**config.mk**
```make
export PLATFORM = sky130hd
export DESIGN_NAME = mul_seq
export DESIGN_NICKNAME = d
export VERILOG_FILES = /design/src/rtl/mul_seq_pkg.sv /design/src/rtl/mul_seq_alu.sv /design/src/rtl/mul_seq.sv
export SDC_FILE = /design/constraint.sdc
export NUM_CORES = 1
export LEC_CHECK = 0
export CAP_MARGIN = 10
export CORE_MARGIN = 3
export CORE_UTILIZATION = 48
export CTS_CLUSTER_SIZE = 30
export DETAILED_ROUTE_END_ITERATION = 10
export PLACE_DENSITY = 0.79
export SLEW_MARGIN = 30
export SYNTH_ARGS = -nofsm -noshare
export SYNTH_HDL_FRONTEND = slang
export SYNTH_SLANG_ARGS = --single-unit
```
**constraint.sdc**
```tcl
create_clock -name clk -period 4.8 [get_ports clk]
set_clock_uncertainty 0.15 [all_clocks]
set_input_delay 0.96 -clock clk [delete_from_list [all_inputs] [get_ports clk]]
set_output_delay 0.96 -clock clk [all_outputs]
set_load 0.05 [all_outputs]
```
**src/rtl/mul_seq_pkg.sv**
```systemverilog
// mul_seq_pkg: shared types and constants for the iterative multiplier
//   mul_state_t : sequencer states IDLE, RUN, DONE
//   MUL_WIDTH   : operand/result width
//   MUL_ITERS   : shift-and-add iterations per product
//   MUL_CNT_W   : iteration counter width
package mul_seq_pkg;
    typedef enum logic [1:0] {IDLE, RUN, DONE} mul_state_t;
    localparam int MUL_WIDTH = 32;
    localparam int MUL_ITERS = 32;
    localparam int MUL_CNT_W = 5;
endpackage

```
**src/rtl/mul_seq_alu.sv**
```systemverilog
// alu: adder/subtractor shared by the execution units
//   a, b   : operands
//   ALUAdd : 1 = a+b, 0 = a-b
//   result : sum or difference, modulo 2^WIDTH
//   EQ     : a equals b
module alu
    import mul_seq_pkg::*;
#(
    parameter int WIDTH = MUL_WIDTH
) (
    input  logic [WIDTH-1:0] a,
    input  logic [WIDTH-1:0] b,
    input  logic             ALUAdd,
    output logic [WIDTH-1:0] result,
    output logic             EQ
);
    always_comb begin
        result = ALUAdd ? a + b : a - b;
        EQ     = a == b;
    end
endmodule

```
**src/rtl/mul_seq.sv**
```systemverilog
// mul_seq: iterative shift-and-add 32x32 multiplier (low 32 bits) with valid/ready
//   clk, rst_n          : clock, asynchronous active-low reset
//   in_valid/in_ready   : operand handshake, a = multiplicand, b = multiplier
//   out_valid/out_ready : result handshake, result = low bits of a*b
//   busy                : high in RUN or DONE
//   MUL_SEQ_EARLY_EXIT_EN: when defined, RUN ends as soon as the multiplier is exhausted
module mul_seq
    import mul_seq_pkg::*;
#(
    parameter int WIDTH = MUL_WIDTH
) (
    input  logic             clk,
    input  logic             rst_n,
    input  logic             in_valid,
    output logic             in_ready,
    input  logic [WIDTH-1:0] a,
    input  logic [WIDTH-1:0] b,
    output logic             out_valid,
    input  logic             out_ready,
    output logic [WIDTH-1:0] result,
    output logic             busy
);
    mul_state_t state, nstate;
    logic [WIDTH-1:0] acc, mcand, mplier, sum;
    logic [MUL_CNT_W-1:0] count;
    logic stop;

    alu #(.WIDTH(WIDTH)) u_alu (
        .a      (acc),
        .b      (mcand),
        .ALUAdd (1'b1),
        .result (sum),
        .EQ     ()
    );

`ifdef MUL_SEQ_EARLY_EXIT_EN
    // no set multiplier bits remain, so acc already holds the product
    assign stop = mplier == '0;
`else
    assign stop = 1'b0;
`endif

    always_comb begin
        nstate = state;
        if (state == IDLE && in_valid) nstate = RUN;
        if (state == RUN && (stop || count == MUL_CNT_W'(MUL_ITERS - 1))) nstate = DONE;
        if (state == DONE && out_ready) nstate = IDLE;
        in_ready  = state == IDLE;
        out_valid = state == DONE;
        busy      = state != IDLE;
        result    = acc;
    end

    always_ff @(posedge clk or negedge rst_n)
        if (!rst_n) state <= IDLE;
        else        state <= nstate;

    always_ff @(posedge clk or negedge rst_n) begin
        if (!rst_n) begin
            acc    <= '0;
            mcand  <= '0;
            mplier <= '0;
            count  <= '0;
        end else if (state == IDLE && in_valid) begin
            acc    <= '0;
            mcand  <= a;
            mplier <= b;
            count  <= '0;
        end else if (state == RUN && !stop) begin
            if (mplier[0]) acc <= sum;
            mcand  <= mcand << 1;
            mplier <= mplier >> 1;
            count  <= count + 1'b1;
        end
    end
endmodule

```
==> summary by stage <==
Finish
The final layout contains 836 nets. The layout has 983 filler cells. The end-of-flow core utilization is 62.4%. Cells with a size suffix above 1 make up 6.22% of the layout. The area added between synthesis and finish is 25.0%. The antenna diode count is 0. The finished layout holds 882 standard cells, fillers aside.

GRT
The final global-route overflow total is 0. The initial antenna violation count was 0. The wire length of the first global-routing pass is 25.1 mm. The total routing usage reported by global routing is 23.2%. The largest net degree at the start of global routing is 75. The number of global-route vias before repair is 5101.

Clock network
The clock latency on the worst-skew pair is 0.35 ns. The count of H-tree levels built during CTS is 3. Clock-pin slew was measured on the worst setup and hold paths at 0.08 ns. The largest buffer count on any clock path is 2. After clock tree synthesis, the repair step resized 0 gates.

TritonCTS built the clock tree. TritonCTS created 9 clock buffers. The number of clock sinks seen by CTS is 103. For this design, the CTS-stage hold fixing added 0 buffers. The post-CTS setup buffer count is 0. The cell sitting at the root of the clock tree is a clkbuf_16.

Place
In this run, placement finished with an instance count of 865. At the end of routability-driven placement, the weighted congestion stood at 0.939. The final HPWL from detailed placement is 10.5 mm. Timing analysis after detailed placement gives a worst setup slack of 1.52 ns. During placement, the flow inserted port buffers numbering 102.

Timing
Setup violations remaining at the end of the flow were counted as 0. For the finished layout, the period the worst path requires is 3.05 ns. The actual transition at the worst max-transition pin is 0.687 ns. The least setup slack across all paths after layout is 1.75 ns. Timing would allow up to 328 MHz. The final max-slew violation count is 0.

The share of the clock period used by the worst path is 63.5%. Setup repair after global routing left no endpoint under its margin. Adding up every negative setup slack in the final design gives 0 ns.

The number of hold-slack violations in the final timing report came to 0. The max-slew headroom at the worst pin is 54.2%.

Floorplan
The die is 116 microns tall. The floorplan step defined a die boundary enclosing 13400 sq um. The area of the placeable core is 11600 sq um.

The floorplan row count is 39. From left edge to right edge, the die measures 116 microns. The number of top-level pins is 103. For this configuration, the core starts out at a cell density of 49.9%.

Logic synthesis
Synthesis produced a netlist with a net count of 750. Synthesis inferred 103 register bits. The async set-reset flop share out of synthesis is 100%. The number of enable flip-flop cells after synthesis is 0. The cell count after synthesis is 648.

The total of warnings raised by yosys is 0. After synthesis the cells add up to 5800 sq um. The mean post-synth cell area is 8.95 sq um.

Of the synthesized area, sequential elements account for 44.5%. The distinct cell type count after synthesis is 57. The leading register cell type out of synthesis is dfrtp_1.

Min path
The number of cells on the worst hold path is 2. The path type of the worst min-delay path is flip-flop to flip-flop. In this run the most critical hold path is launched from mplier[23].

Power and ir drop
Dividing total power by cell area gives a power density of 614 nW/um^2. The total power consumption of the routed design is 0.00445 W. The worst voltage drop across the vdd grid is 0.000255 V.

The total leakage power is 3.48 nW.

Status
The flow ran to the end, and the final reports show no timing, DRC or antenna violations.

Routing
The first TritonRoute pass finished after 6 iterations. Once detail routing completed, the nets flagged for antenna violations numbered 0. After detailed routing, the average wire length per cell comes to 16.7 microns. The number of vias in the routed layout is 5182. The detailed router's first-iteration violation count is 335.

The routed via count divided by cell count is 5.88. After detailed routing, the number of remaining DRC violations is 0. The final routed wirelength across all metal layers is 14.8 mm.

Critical path
The largest individual stage delay along the critical path comes from the cell dfrtp_1. The worst stage delay on the critical path is 0.39 ns. The count of buffer and inverter cells on the critical path is 1. The depth of the worst register-to-register path is 11.

The endpoint class of the critical path is a flip-flop. The worst register-to-register path ends at result[30]. The family of cells with the greatest summed delay on the critical path is compound AO/OA/AOI/OAI gates. The largest driver fanout on the critical path is 4.

The data required time at the worst endpoint is 4.86 ns. In this run the worst setup path begins at mcand[0]. The sort of element at the start of the critical path is a flip-flop.

The most critical setup path has its endpoint at result[30]. The critical path is of the flip-flop to flip-flop type. The signal on the critical path passes through ha_1, inv_1, fa_1, nand2b_1, a21oi_4, o2111ai_2, a41oi_2, a41oi_2, o31ai_2, xnor2_1, o21ai_1. At the worst endpoint, the arrival time is 3.10 ns. The startpoint identified for the worst register-to-register timing path is mcand[0].

The worst setup slack for register-to-register paths is 1.75 ns. In this design, the critical path's most frequently occurring cell is a41oi_2. The total number of cells along the worst setup path is 11.

Flow run
The count of maximum capacitance violations is 0.
==> logic make-up (layout without fill, tap and decap cells) <==
family	count (synthesis)	after routing	share of synthesized area, %
DFF	103	103	44.5
AOI/OAI and AO/OA	192	192	22.7
and+or+nand+nor	248	248	18.0
adders and majority gates	34	34	7.47
buffers and inverters	44	135	3.30
muxes	2	2	0.345
xor gates and xnor gates	25	25	3.78
==> per-stage QoR <==
step	area [sq um]	hold slack [ns]
floorplan	5800	0.296
global placement	6900	0.309
detailed placement	6900	0.312
CTS	7210	0.331
global route	7250	0.356
finish	7250	0.332
==> sequential cells by signal (all words and copies together) (netlist names) <==
name    cells
mplier     32
result     32
mcand      32
state       2
count       5
==> worst reg2reg max path, cell delays in order (launching register included) <==
cell       delay (ns)
dfrtp_1          0.39
ha_1             0.20
inv_1            0.06
fa_1             0.38
nand2b_1         0.24
a21oi_4          0.22
o2111ai_2        0.21
a41oi_2          0.32
a41oi_2          0.22
o31ai_2          0.30
xnor2_1          0.16
o21ai_1          0.08
==> cell type report <==
type	count	area (sq um)	area share [%]
clock buffer	10	239	3.30
clock inverter	6	75.1	1.04
timing repair buffer	108	1090	15.0
tap	143	179	2.47
multi-input combinational	501	3050	42.1
sequential	103	2580	35.6
inverter	11	41.3	0.570
==> placed cells by master, fill, tap and decap left out, types with 3 or more instances in the layout <==
cell               n
nand4_1            8
clkdlybuf4s50_1  101
o21ai_1            7
clkbuf_16          9
a31oi_1            7
nor2b_1            3
buf_4              5
dfrtp_1          103
and3_2             3
a22oi_1           61
xnor2_1           13
nor2_1            15
nand2b_1           7
nand3_1           12
nand2_1          183
o21ai_0           43
a21o_1            14
inv_1             11
ha_1              33
xor2_1            12
a21oi_1           30
a21oi_2            4
==> Yosys cell counts, types with 8 or more instances <==
cell      number  area (sq um)
clkbuf_1      21          78.8
a21oi_1       30           150
xor2_1        12           105
dfrtp_1      103          2580
xnor2_1       13           114
nor2_1        17          63.8
nand2_1      184           691
a22oi_1       61           458
o21ai_0       43           215
nand4_1        8          50.1
nand3_1       12          60.1
inv_1         11          41.3
ha_1          33           413
a21o_1        14           105
==> how the worst min path moves through the flow <==
| stage | endpoint | slack (ns) |
|---|---|---|
| after floorplan | mplier[10] | 0.30 |
| after global placement | mplier[23] | 0.31 |
| after detailed placement | mplier[23] | 0.31 |
| after CTS | mplier[23] | 0.33 |
| after global routing | mplier[23] | 0.36 |
| final | mplier[23] | 0.33 |
==> report_power, final <==
group | internal (W) | switching [W]
logic | 0.000846 | 0.00138
clock network | 0.000428 | 0.000346
registers | 0.00118 | 0.000270
==> routing by layer <==
layer | vias up | share of wire [%] | track usage (%) | routed length, microns
met5 | - | 0 | 0 | 0
met4 | 0 | 1.4 | 5.72 | 207
met1 | 2473 | 45 | 33.8 | 6590
li1 | 2475 | - | - | -
met2 | 219 | 46 | 36.4 | 6820
met3 | 15 | 7.8 | 3.66 | 1150
Power figures use the tool's default switching activity.
